File: src/rtl/psum_gbf_reader_pkg.sv
// Shared widths, FSM encoding and beat-count helper for the psum GBF reader.
package psum_gbf_reader_pkg;

    localparam int unsigned GBF_DATA_BITWIDTH_DEF = 512;
    localparam int unsigned DATA_BITWIDTH_DEF     = 16;
    localparam int unsigned ADDR_BITWIDTH_DEF     = 10;
    localparam int unsigned OUT_BITWIDTH_DEF      = 64;

    // Number of output beats needed to send one GBF line.
    function automatic int unsigned calc_beats(input int unsigned gbf_w, input int unsigned out_w);
        return gbf_w / out_w;
    endfunction

    localparam int unsigned BEATS_DEF = calc_beats(GBF_DATA_BITWIDTH_DEF, OUT_BITWIDTH_DEF);

    typedef enum logic [1:0] {
        ST_IDLE = 2'd0,
        ST_RUN  = 2'd1,
        ST_DONE = 2'd2
    } state_t;

endpackage

File: src/rtl/psum_line_fifo2.sv
// Two-entry line FIFO between the BRAM read port and the beat serializer.
module psum_line_fifo2 #(
    parameter int unsigned WIDTH = 512
) (
    input  logic             clk,
    input  logic             reset,
    input  logic             push,
    input  logic             pop,
    input  logic [WIDTH-1:0] din,
    output logic [WIDTH-1:0] dout,
    output logic [1:0]       count,
    output logic             full,
    output logic             empty
);

    logic [WIDTH-1:0] mem [2];
    logic             wr_ptr;
    logic             rd_ptr;
    logic             do_push;
    logic             do_pop;

    assign full    = (count == 2'd2);
    assign empty   = (count == 2'd0);
    assign dout    = mem[rd_ptr];
    assign do_pop  = pop && !empty;
    assign do_push = push && (!full || do_pop);

    // Line storage; no reset needed, contents are qualified by count.
    always_ff @(posedge clk) begin
        if (do_push) begin
            mem[wr_ptr] <= din;
        end
    end

    // Pointers and occupancy.
    always_ff @(posedge clk or negedge reset) begin
        if (!reset) begin
            wr_ptr <= 1'b0;
            rd_ptr <= 1'b0;
            count  <= 2'd0;
        end else begin
            if (do_push) wr_ptr <= ~wr_ptr;
            if (do_pop)  rd_ptr <= ~rd_ptr;
            case ({do_push, do_pop})
                2'b10:   count <= count + 2'd1;
                2'b01:   count <= count - 2'd1;
                default: count <= count;
            endcase
        end
    end

    // Read issue throttling must make these impossible.
    a_no_overflow:  assert property (@(posedge clk) disable iff (!reset) !(push && full && !pop));
    a_no_underflow: assert property (@(posedge clk) disable iff (!reset) !(pop && empty));

endmodule

File: src/rtl/psum_gbf_reader.sv
// Drains psum GBF lines through a 2-line buffer and streams them as narrow beats.
module psum_gbf_reader
    import psum_gbf_reader_pkg::*;
#(
    parameter int unsigned GBF_DATA_BITWIDTH = GBF_DATA_BITWIDTH_DEF,
    parameter int unsigned DATA_BITWIDTH     = DATA_BITWIDTH_DEF,
    parameter int unsigned OUT_BITWIDTH      = OUT_BITWIDTH_DEF,
    parameter int unsigned ADDR_BITWIDTH     = ADDR_BITWIDTH_DEF
) (
    input  logic                         clk,
    input  logic                         reset,
    input  logic                         start,
    input  logic [ADDR_BITWIDTH-1:0]     base_addr,
    input  logic [ADDR_BITWIDTH:0]       num_lines,
    input  logic                         relu_en,
    output logic                         rd_en,
    output logic [ADDR_BITWIDTH-1:0]     rd_addr,
    input  logic [GBF_DATA_BITWIDTH-1:0] rd_data,
    output logic                         out_valid,
    input  logic                         out_ready,
    output logic [OUT_BITWIDTH-1:0]      out_data,
    output logic                         out_last,
    output logic                         busy,
    output logic                         done
);

    localparam int unsigned BEATS  = calc_beats(GBF_DATA_BITWIDTH, OUT_BITWIDTH);
    localparam int unsigned LANES  = OUT_BITWIDTH / DATA_BITWIDTH;
    localparam int unsigned BEAT_W = (BEATS > 1) ? $clog2(BEATS) : 1;
    localparam int unsigned CNT_W  = ADDR_BITWIDTH + 1;

    state_t                   state;
    logic [ADDR_BITWIDTH-1:0] base_lat;
    logic [CNT_W-1:0]         n_lat;
    logic [CNT_W-1:0]         issued;
    logic [CNT_W-1:0]         lines_popped;
    logic                     relu_lat;
    logic                     rd_vld;
    logic [BEAT_W-1:0]        beat_idx;

    logic [GBF_DATA_BITWIDTH-1:0] fifo_dout;
    logic [1:0]                   fifo_count;
    logic                         fifo_full;
    logic                         fifo_empty;
    logic                         fifo_pop;

    logic                    hs;
    logic                    last_beat;
    logic                    last_line;
    logic                    issue_ok;
    logic [OUT_BITWIDTH-1:0] beat_arr [BEATS];
    logic [OUT_BITWIDTH-1:0] beat_raw;

    // A read in flight is either rd_en this cycle or data arriving this cycle.
    assign issue_ok  = (state == ST_RUN) && (issued < n_lat) && !fifo_full &&
                       ((3'(fifo_count) + 3'(rd_en) + 3'(rd_vld)) < 3'd2);
    assign out_valid = (state == ST_RUN) && !fifo_empty;
    assign hs        = out_valid && out_ready;
    assign last_beat = (beat_idx == BEAT_W'(BEATS - 1));
    assign last_line = (lines_popped == n_lat - CNT_W'(1));
    assign out_last  = out_valid && last_beat && last_line;
    assign fifo_pop  = hs && last_beat;

    psum_line_fifo2 #(
        .WIDTH (GBF_DATA_BITWIDTH)
    ) u_fifo (
        .clk   (clk),
        .reset (reset),
        .push  (rd_vld),
        .pop   (fifo_pop),
        .din   (rd_data),
        .dout  (fifo_dout),
        .count (fifo_count),
        .full  (fifo_full),
        .empty (fifo_empty)
    );

    for (genvar g = 0; g < BEATS; g++) begin : g_beats
        assign beat_arr[g] = fifo_dout[g*OUT_BITWIDTH +: OUT_BITWIDTH];
    end
    assign beat_raw = beat_arr[beat_idx];

    // Beat payload with optional per-lane ReLU; zero whenever no beat is offered.
    always_comb begin
        logic [DATA_BITWIDTH-1:0] lane;
        lane     = '0;
        out_data = '0;
        if (out_valid) begin
            for (int unsigned l = 0; l < LANES; l++) begin
                lane = beat_raw[l*DATA_BITWIDTH +: DATA_BITWIDTH];
                out_data[l*DATA_BITWIDTH +: DATA_BITWIDTH] =
                    (relu_lat && lane[DATA_BITWIDTH-1]) ? '0 : lane;
            end
        end
    end

    // Control FSM, read issue and serializer bookkeeping.
    always_ff @(posedge clk or negedge reset) begin
        if (!reset) begin
            state        <= ST_IDLE;
            base_lat     <= '0;
            n_lat        <= '0;
            relu_lat     <= 1'b0;
            issued       <= '0;
            lines_popped <= '0;
            beat_idx     <= '0;
            rd_en        <= 1'b0;
            rd_addr      <= '0;
            rd_vld       <= 1'b0;
            busy         <= 1'b0;
            done         <= 1'b0;
        end else begin
            rd_vld <= rd_en;
            done   <= 1'b0;
            case (state)
                ST_IDLE: begin
                    rd_en <= 1'b0;
                    if (start) begin
                        base_lat     <= base_addr;
                        n_lat        <= num_lines;
                        relu_lat     <= relu_en;
                        lines_popped <= '0;
                        beat_idx     <= '0;
                        if (num_lines == '0) begin
                            issued <= '0;
                            state  <= ST_DONE;
                            done   <= 1'b1;
                        end else begin
                            issued  <= CNT_W'(1);
                            rd_en   <= 1'b1;
                            rd_addr <= base_addr;
                            busy    <= 1'b1;
                            state   <= ST_RUN;
                        end
                    end
                end
                ST_RUN: begin
                    rd_en <= issue_ok;
                    if (issue_ok) begin
                        rd_addr <= base_lat + issued[ADDR_BITWIDTH-1:0];
                        issued  <= issued + CNT_W'(1);
                    end
                    if (hs) begin
                        beat_idx <= last_beat ? '0 : beat_idx + BEAT_W'(1);
                        if (last_beat) begin
                            lines_popped <= lines_popped + CNT_W'(1);
                        end
                        if (out_last) begin
                            state <= ST_DONE;
                            busy  <= 1'b0;
                            done  <= 1'b1;
                        end
                    end
                end
                ST_DONE: begin
                    rd_en <= 1'b0;
                    state <= ST_IDLE;
                end
                default: begin
                    rd_en <= 1'b0;
                    state <= ST_IDLE;
                end
            endcase
        end
    end

endmodule

File: config.mk
export PLATFORM = sky130hd
export DESIGN_NAME = psum_gbf_reader
export DESIGN_NICKNAME = d
export VERILOG_FILES = /design/src/rtl/psum_gbf_reader_pkg.sv /design/src/rtl/psum_line_fifo2.sv /design/src/rtl/psum_gbf_reader.sv
export SDC_FILE = /design/constraint.sdc
export NUM_CORES = 1
export LEC_CHECK = 0
export ABC_CLOCK_PERIOD_IN_PS = 42700
export CORE_MARGIN = 8
export CORE_UTILIZATION = 45
export CTS_CLUSTER_DIAMETER = 150
export CTS_CLUSTER_SIZE = 10
export DETAILED_ROUTE_END_ITERATION = 10
export PLACE_DENSITY = 0.68
export SETUP_SLACK_MARGIN = 0.5
export SLEW_MARGIN = 5
export SYNTH_ARGS = -nofsm -noshare
export SYNTH_HDL_FRONTEND = slang
export SYNTH_SLANG_ARGS = --single-unit
File: constraint.sdc
create_clock -name clk -period 42.7 [get_ports clk]
set_input_delay 12.81 -clock clk [delete_from_list [all_inputs] [get_ports clk]]
set_output_delay 12.81 -clock clk [all_outputs]
set_load 0.01 [all_outputs]
==> results by group, run 1 <==
GRT
  – M2 GR Usage: 0.3427
  – Global route total overflow: 0
  – Largest net degree at the start of global routing: 84
  – First-pass GRT wire length: 158600 um
  – Vias in the first global route: 23800
  – Met3 usage: 0.06883
  – Global route hottest layer: met2
  – Initial antenna violation count: 69
  – Tot GR Track Use: 0.2022
  – Met1 GRT Util: 0.2398

Floorplanning
  – Core area: 0.09487 mm2
  – Die Ht: 325.2 um
  – # IOs: 617
  – Die width: 325.2 um
  – Row cnt: 113
  – Initial core utilization: 0.4536
  – Die Footprint: 0.1058 mm2

STA
  – Worst Tran Pin Value: 1.116 ns
  – RSZ-0062 raised after global routing: false
  – Clk_skew: 0.01947 ns
  – Setup Total Neg Slack: 0 ns
  – Fin. max-slew vios: 0
  – Period utilization: 0.4268
  – Slew Limit Headroom: 0.2563
  – Max frequency: 54.88 MHz
  – Final setup fails: 0
  – Min Tclk post-route: 18.22 ns
  – Fin. Hold Viols: 0

Yosys
  – Yosys top cell by area: edfxtp_1
  – Avg Cell Area, Syn: 22.44 um2
  – Top cell type's share of synthesized area: 0.7146
  – Synth warnings: 0
  – Distinct cells, synth: 60
  – Async SR Flop Fraction: 0.06141
  – Top post-synthesis cells by area: edfxtp_1, mux4_2, dfrtp_1, mux4_1, and3_1
  – Register area share after synthesis: 0.7535
  – Synthesized Nets: 2483
  – EDFF count, synth: 1024
  – Synth Register Bits: 1091
  – Synthesized cell area: 0.04303 mm2
  – Post-Synthesis Cells: 1918
  – Post-synth top flop: edfxtp_1

Setup path
  – Worst path bufs/invs: 3
  – CP Class: reg2out
  – Crit-path max FO: 61
  – Worst path cell trace: buf_4 > buf_4 > mux4_2 > nand2_2 > and3_1 > clkdlybuf4s50_1
  – WP data required: 29.89 ns
  – Most used cell, CP: buf_4
  – Worst Path Arrival: 5.41 ns
  – Crit end category: output port
  – Startpoint Class: flop
  – Critical path's top delay family: buffers and inverters
  – Crit path max-delay cell type: dfrtp_4
  – Max stage delay on crit path: 1.07 ns

CTS
  – Inserted Clock Buffers: 119
  – # hold bufs at CTS: 0
  – Clock-pin slew on the worst setup and hold paths: 0.06 ns
  – Clk root buf: clkbuf_16
  – Skew-Pair Late Insertion Delay: 0.69 ns
  – Postcts setup bufs: 0
  – CTS sink cnt: 1091
  – CTS tree: yes
  – H-tree depth: 3
  – Post-CTS sizing: 0
  – Max Root-Sink Buffers: 3

Final layout
  – Fin util: 0.5662
  – Final Net Count: 3157
  – Area Overhead vs Synth: 24.83%
  – Fraction of layout cells with a size suffix above 1: 0.1723
  – Fill cells: 7013

Routing
  – Post-DRT Antenna Nets: 0
  – 1st-iter DRT viols: 1870
  – DR vias/cell: 5.608
  – Drt first pass iters: 5
  – DRC violations left: 0
  – Routed via count: 21990
  – WL per Instance: 27.66 um
  – Final WL: 108500 um

Power and ir drop
  – Power per cell area: 66.84 mW/mm2
  – PnR Total Power: 3.590 mW
  – Maximum vdd drop: 0.00005134 V
  – Static Leak: 17.73 nW

Placement
  – Gp weighted congestion: 0.8101
  – I/O Buffers: 616
  – HPWL after detailed placement: 73890 um

Worst hold path
  – Hold Path Class: reg2reg

Run
  – Max-cap violations: 0

Run status
  – Status: completed
-- flip-flops by register name, summed over array words and instances (netlist names), 2 cells and up --
register / cells
base_lat: 10
beat_idx: 3
issued: 11
lines_popped: 11
n_lat: 11
rd_addr: 10
state: 2
u_fifo.count: 2
u_fifo.mem: 1024
-- through the flow --
stage / instances / area, um2 / hold slack, ns / setup WS, ns
5_1_grt: 3905 / 53670 / 0.4629 / 24.04
2_1_floorplan: 1918 / 43030 / 0.4351 / 6.837
6_report: 3922 / 53720 / 0.4374 / 24.48
4_1_cts: 3882 / 53620 / 0.4431 / 24.22
3_3_place_gp: 3736 / 50440 / 0.4203 / 23.95
3_5_place_dp: 3736 / 50440 / 0.4158 / 23.77
-- worst paths after layout --
kind                                                end                     from  cells past startpoint  slack (ns)
hold / removal                         rd_vld$_DFF_PN0_          rd_en$_DFF_PN0_                      0        0.44
setup reg to reg           u_fifo.mem[0][319]$_DFFE_PP_  beat_idx[1]$_DFFE_PN0P_                     11       35.31
setup / recovery                           out_data[12]  beat_idx[0]$_DFFE_PN0P_                      6       24.48
min in group asynchronous                done$_DFF_PN0_                    reset                      2       12.35
max in group asynchronous     u_fifo.rd_ptr$_DFFE_PN0P_                    reset                      2       29.67
hold reg to reg                        rd_vld$_DFF_PN0_          rd_en$_DFF_PN0_                      0        0.44
-- routing by layer --
metal	up-vias	part of all wire	wire length, um
li1	9477	-	-
met1	11460	0.37	39610
met2	806	0.52	56040
met3	205	0.089	9652
met4	48	0.027	2880
met5	-	0.0028	299
-- area by class of cell --
| cell class | count | area, um2 | area share |
|---|---|---|---|
| multi-input combinational | 713 | 9940 | 0.1850 |
| timing repair buffer | 648 | 6401 | 0.1192 |
| antenna | 40 | 100.1 | 0.001863 |
| clock inverter | 3 | 47.55 | 0.0008851 |
| tap | 1265 | 1583 | 0.02947 |
| sequential | 1091 | 32440 | 0.6039 |
| clock buffer | 143 | 3132 | 0.05830 |
| inverter | 19 | 71.32 | 0.001328 |
-- layout by cell type (no fill, tap or decap), types with 6 or more instances in the layout --
cell,n
edfxtp_1,1024
clkdlybuf4s50_1,615
mux4_2,272
clkbuf_16,122
nand2_1,80
and3_1,63
dfrtp_1,63
mux4_1,48
diode_2,40
o21ai_0,33
buf_4,32
ha_1,26
clkbuf_1,21
nor2_1,20
a21oi_1,19
inv_1,18
xor2_1,17
xnor2_1,11
nor4_1,9
mux2_2,9
nand2b_1,6
nand3_1,6
and2_1,6
a21o_1,6
nand4_1,6
or3_1,6
-- power by group --
part	switching (mW)	internal, mW	total (mW)	leakage, nW
Clock	0.375	0.504	0.879	1.55
Combinational	0.548	0.592	1.14	6.00
Sequential	0.0949	1.48	1.57	10.2
Total	1.02	2.57	3.59	17.7
-- synthesized netlist by cell type, types with 3 or more instances --
master and instances:
edfxtp_1 1024, mux4_2 272, nand2_1 80, dfrtp_1 67, and3_1 63, clkbuf_1 53
mux4_1 48, o21ai_0 33, ha_1 26, nor2_1 23, a21oi_1 19, inv_1 18
xor2_1 17, buf_6 16, xnor2_1 11, mux2_2 9, nor4_1 9, buf_2 8
a21o_1 6, and2_1 6, buf_1 6, nand2b_1 6, nand3_1 6, nand4_1 6
or3_1 6, buf_12 5, nor3b_1 5, o211ai_1 5, o21a_1 5, o31ai_1 5
a211oi_1 4, buf_4 4, mux2i_1 4, nand2_2 4, nor3_1 4, or4_1 4
buf_8 3
-- logic make-up after synthesis --
kind of cell	Yosys count	synth area share
DFF	1091	0.7535
muxes	333	0.1750
and+or+nand+nor	230	0.02783
buffers and inverters	114	0.01599
AOI/OAI and AO/OA	95	0.01396
xor gates and xnor gates	28	0.005699
adders and majority gates	27	0.008025
Power figures use the tool's default switching activity.
==> run 2, diff against run 1 <==
--- a/config.mk
+++ b/config.mk
@@ -5,13 +5,13 @@
 export SDC_FILE = /design/constraint.sdc
 export NUM_CORES = 1
 export LEC_CHECK = 0
-export ABC_CLOCK_PERIOD_IN_PS = 42700
+export ABC_CLOCK_PERIOD_IN_PS = 14900
 export CORE_MARGIN = 8
 export CORE_UTILIZATION = 45
 export CTS_CLUSTER_DIAMETER = 150
 export CTS_CLUSTER_SIZE = 10
 export DETAILED_ROUTE_END_ITERATION = 10
-export PLACE_DENSITY = 0.68
+export PLACE_DENSITY = 0.71
 export SETUP_SLACK_MARGIN = 0.5
 export SLEW_MARGIN = 5
 export SYNTH_ARGS = -nofsm -noshare
==> constraint.sdc (replaced) <==
create_clock -name clk -period 14.9 [get_ports clk]
set_input_delay 4.47 -clock clk [delete_from_list [all_inputs] [get_ports clk]]
set_output_delay 4.47 -clock clk [all_outputs]
set_load 0.01 [all_outputs]
==> run 2 against run 1 <==
Critical path depth unchanged. Final cell count unchanged. Via count decreased by 0.13%. Sequential share of layout area about the same. Combinational power increased to 2.9 times the previous value. Routed wire length decreased by 0.62%. Flip-flop and latch count unchanged. Hold slack improved by 0.0048 ns. Count of clock-buffer cells in the layout increased by 10. Cell area about the same. Non-clock buffer count decreased by 9. Global-route usage decreased by 0.28 points. Largest cell class unchanged.
==> results by group, run 2 (same netlist as run 1, synthesis figures left out) <==
Final layout
  – Commonest non-fill, non-tap cell in the layout: edfxtp_1
  – Fin util: 0.5667 (about the same)
  – Final cell count without fillers: 3922 (unchanged)
  – Fill cells: 6924 (-1.3%)
  – Fraction of layout cells with a size suffix above 1: 0.1693 (-0.002998)
  – Final Net Count: 3148 (-0.29%)
  – Commonest cells after routing, fill and taps aside: edfxtp_1, clkdlybuf4s50_1, mux4_2
  – Area Overhead vs Synth: 24.93% (about the same)
  – Max reg flops: 1024 (unchanged)
  – Largest Register: u_fifo.mem

Routing
  – Post-DRT Antenna Nets: 0 (unchanged)
  – Final WL: 107800 um (-0.62%)
  – 1st-iter DRT viols: 1851 (-1.0%)
  – Drt first pass iters: 5 (unchanged)
  – WL per Instance: 27.49 um (-0.62%)
  – DR vias/cell: 5.600 (-0.13%)
  – Routed via count: 21960 (-0.13%)
  – DRC violations left: 0 (unchanged)

Setup path
  – Register-to-register setup slack: 9.24 ns (-26.07 ns)
  – WP data required: 10.43 ns (-19.46 ns)
  – Worst path cell trace: buf_12 > mux4_1 > mux4_2 > nand2_2 > and3_1 > clkdlybuf4s50_1
  – Crit end category: output port
  – Crit-path max FO: 104 (+70%)
  – Critical path's top delay family: buffers and inverters
  – Worst path bufs/invs: 2 (-1)
  – Startpoint Class: flop
  – CP Class: reg2out
  – R2R depth: 9 (-2)
  – Max stage delay on crit path: 0.99 ns (-0.08 ns)
  – R2r startpoint: beat_idx[0]$_DFFE_PN0P_
  – Worst Path Arrival: 4.97 ns (-0.44 ns)
  – Crit path max-delay cell type: dfrtp_4
  – Worst setup path start: u_fifo.rd_ptr$_DFFE_PN0P_
  – Cell count along the critical path: 6 (unchanged)

CTS
  – CTS sink cnt: 1091 (unchanged)
  – H-tree depth: 3 (unchanged)
  – Max Root-Sink Buffers: 3 (unchanged)
  – Clk root buf: clkbuf_16
  – CTS tree: yes
  – Inserted Clock Buffers: 119 (unchanged)
  – Skew-Pair Late Insertion Delay: 0.69 ns (about the same)
  – Postcts setup bufs: 0 (unchanged)
  – Post-CTS sizing: 0 (unchanged)
  – # hold bufs at CTS: 0 (unchanged)
  – Clock-pin slew on the worst setup and hold paths: 0.06 ns (about the same)

Worst hold path
  – Hold Path Class: reg2reg
  – Hold depth: 0 (unchanged)
  – Hold path startpoint: rd_en$_DFF_PN0_

Floorplanning
  – # IOs: 617 (unchanged)
  – Die Ht: 325.2 um (unchanged)
  – Die Footprint: 0.1058 mm2 (unchanged)
  – Initial core utilization: 0.4536 (unchanged)
  – Core area: 0.09487 mm2 (unchanged)
  – Row cnt: 113 (unchanged)
  – Die width: 325.2 um (unchanged)

STA
  – Fin. Hold Viols: 0 (unchanged)
  – Worst Tran Pin Value: 1.261 ns (+0.1455 ns)
  – Max frequency: 105.9 MHz
  – Clk_skew: 0.01746 ns (-0.002009 ns)
  – Min Tclk post-route: 9.443 ns
  – Slew Limit Headroom: 0.1593 (-0.09698)
  – Fin. max-slew vios: 0 (unchanged)
  – Final WS setup: 5.457 ns (-19.02 ns)
  – Period utilization: 0.6337
  – Final setup fails: 0 (unchanged)
  – RSZ-0062 raised after global routing: false

GRT
  – Vias in the first global route: 23840 (+0.17%)
  – Initial antenna violation count: 58 (-16%)
  – Tot GR Track Use: 0.1993 (-0.002829)
  – First-pass GRT wire length: 157200 um (-0.90%)
  – Largest net degree at the start of global routing: 179 (+110%)
  – Global route total overflow: 0 (unchanged)

Placement
  – Dpl cells: 3727 (-0.24%)
  – Gp weighted congestion: 0.8287 (+2.3%)
  – HPWL after detailed placement: 71890 um (-2.7%)
  – Pre-CTS WS: 6.008 ns (-17.76 ns)
  – I/O Buffers: 616 (unchanged)

Power and ir drop
  – Static Leak: 17.72 nW (about the same)
  – Maximum vdd drop: 0.0001352 V (+160%)
  – Power per cell area: 191.8 mW/mm2 (+190%)
  – PnR Total Power: 10.31 mW (+190%)

Run status
  – Status: completed

Run
  – Max-cap violations: 0 (unchanged)
[run 2: cell count changes in the layout (fill, tap and decap cells not counted)]
| cell | before | now |
|---|---|---|
| buf_4 | 32 | 16 |
| nor3_2 | 0 | 1 |
| buf_12 | 0 | 7 |
| clkbuf_16 | 122 | 119 |
| clkbuf_1 | 21 | 34 |
| diode_2 | 40 | 35 |
| clkinv_8 | 0 | 3 |
| nor3_1 | 4 | 3 |
| inv_6 | 2 | 3 |
[run 2: worst reg2reg max path, stage by stage, from the launching register on]
cell and delay, ns:
dfrtp_4 0.96, buf_12 0.52, ha_1 0.30, ha_1 0.20, nand3_1 0.13, clkinv_1 0.20, o21ai_0 0.37, nor2_4 0.76
buf_4 0.77, buf_4 0.99
[run 2: per-stage QoR]
stage,hold slack [ns],TNS [ns],cell area (um2)
CTS,0.4324,0,53670
finish,0.4422,0,53760
global placement,0.4270,0,50460
detailed placement,0.4244,0,50460
global route,0.4493,0,53710
floorplan,0.4351,-4027.26,43040
[run 2: power by group]
group	internal (mW)	switching, mW	leakage, nW	total, mW
clock network	1.43	1.10	1.55	2.53
logic	1.71	1.57	5.98	3.28
registers	4.23	0.278	10.2	4.51
[run 2: per-layer routing]
layer	part of all wire	vias to the layer above	global-route usage
met1	0.38	11430	0.2385
met5	0.0028	-	0
met3	0.083	186	0.06592
met2	0.51	810	0.3411
met4	0.026	44	0.06308
li1	-	9499	-
[run 2: layout make-up]
class                           count  area [um2]  area share
Clock inverter                      7       105.1    0.001955
Timing Repair Buffer              639        6421      0.1194
Sequential cell                  1091       32440      0.6035
Inverter                           19       71.32    0.001327
Multi-Input combinational cell    713        9945      0.1850
Antenna cell                       35       87.58    0.001629
Tap cell                         1265        1583     0.02944
Clock buffer                      153        3105     0.05777
[run 2: final timing paths]
kind | end
max | out_data[57]
min | rd_vld$_DFF_PN0_
max reg2reg | u_fifo.mem[1][313]$_DFFE_PP_
min reg2reg | rd_vld$_DFF_PN0_
max in group asynchronous | beat_idx[1]$_DFFE_PN0P_
min in group asynchronous | n_lat[5]$_DFFE_PN0P_
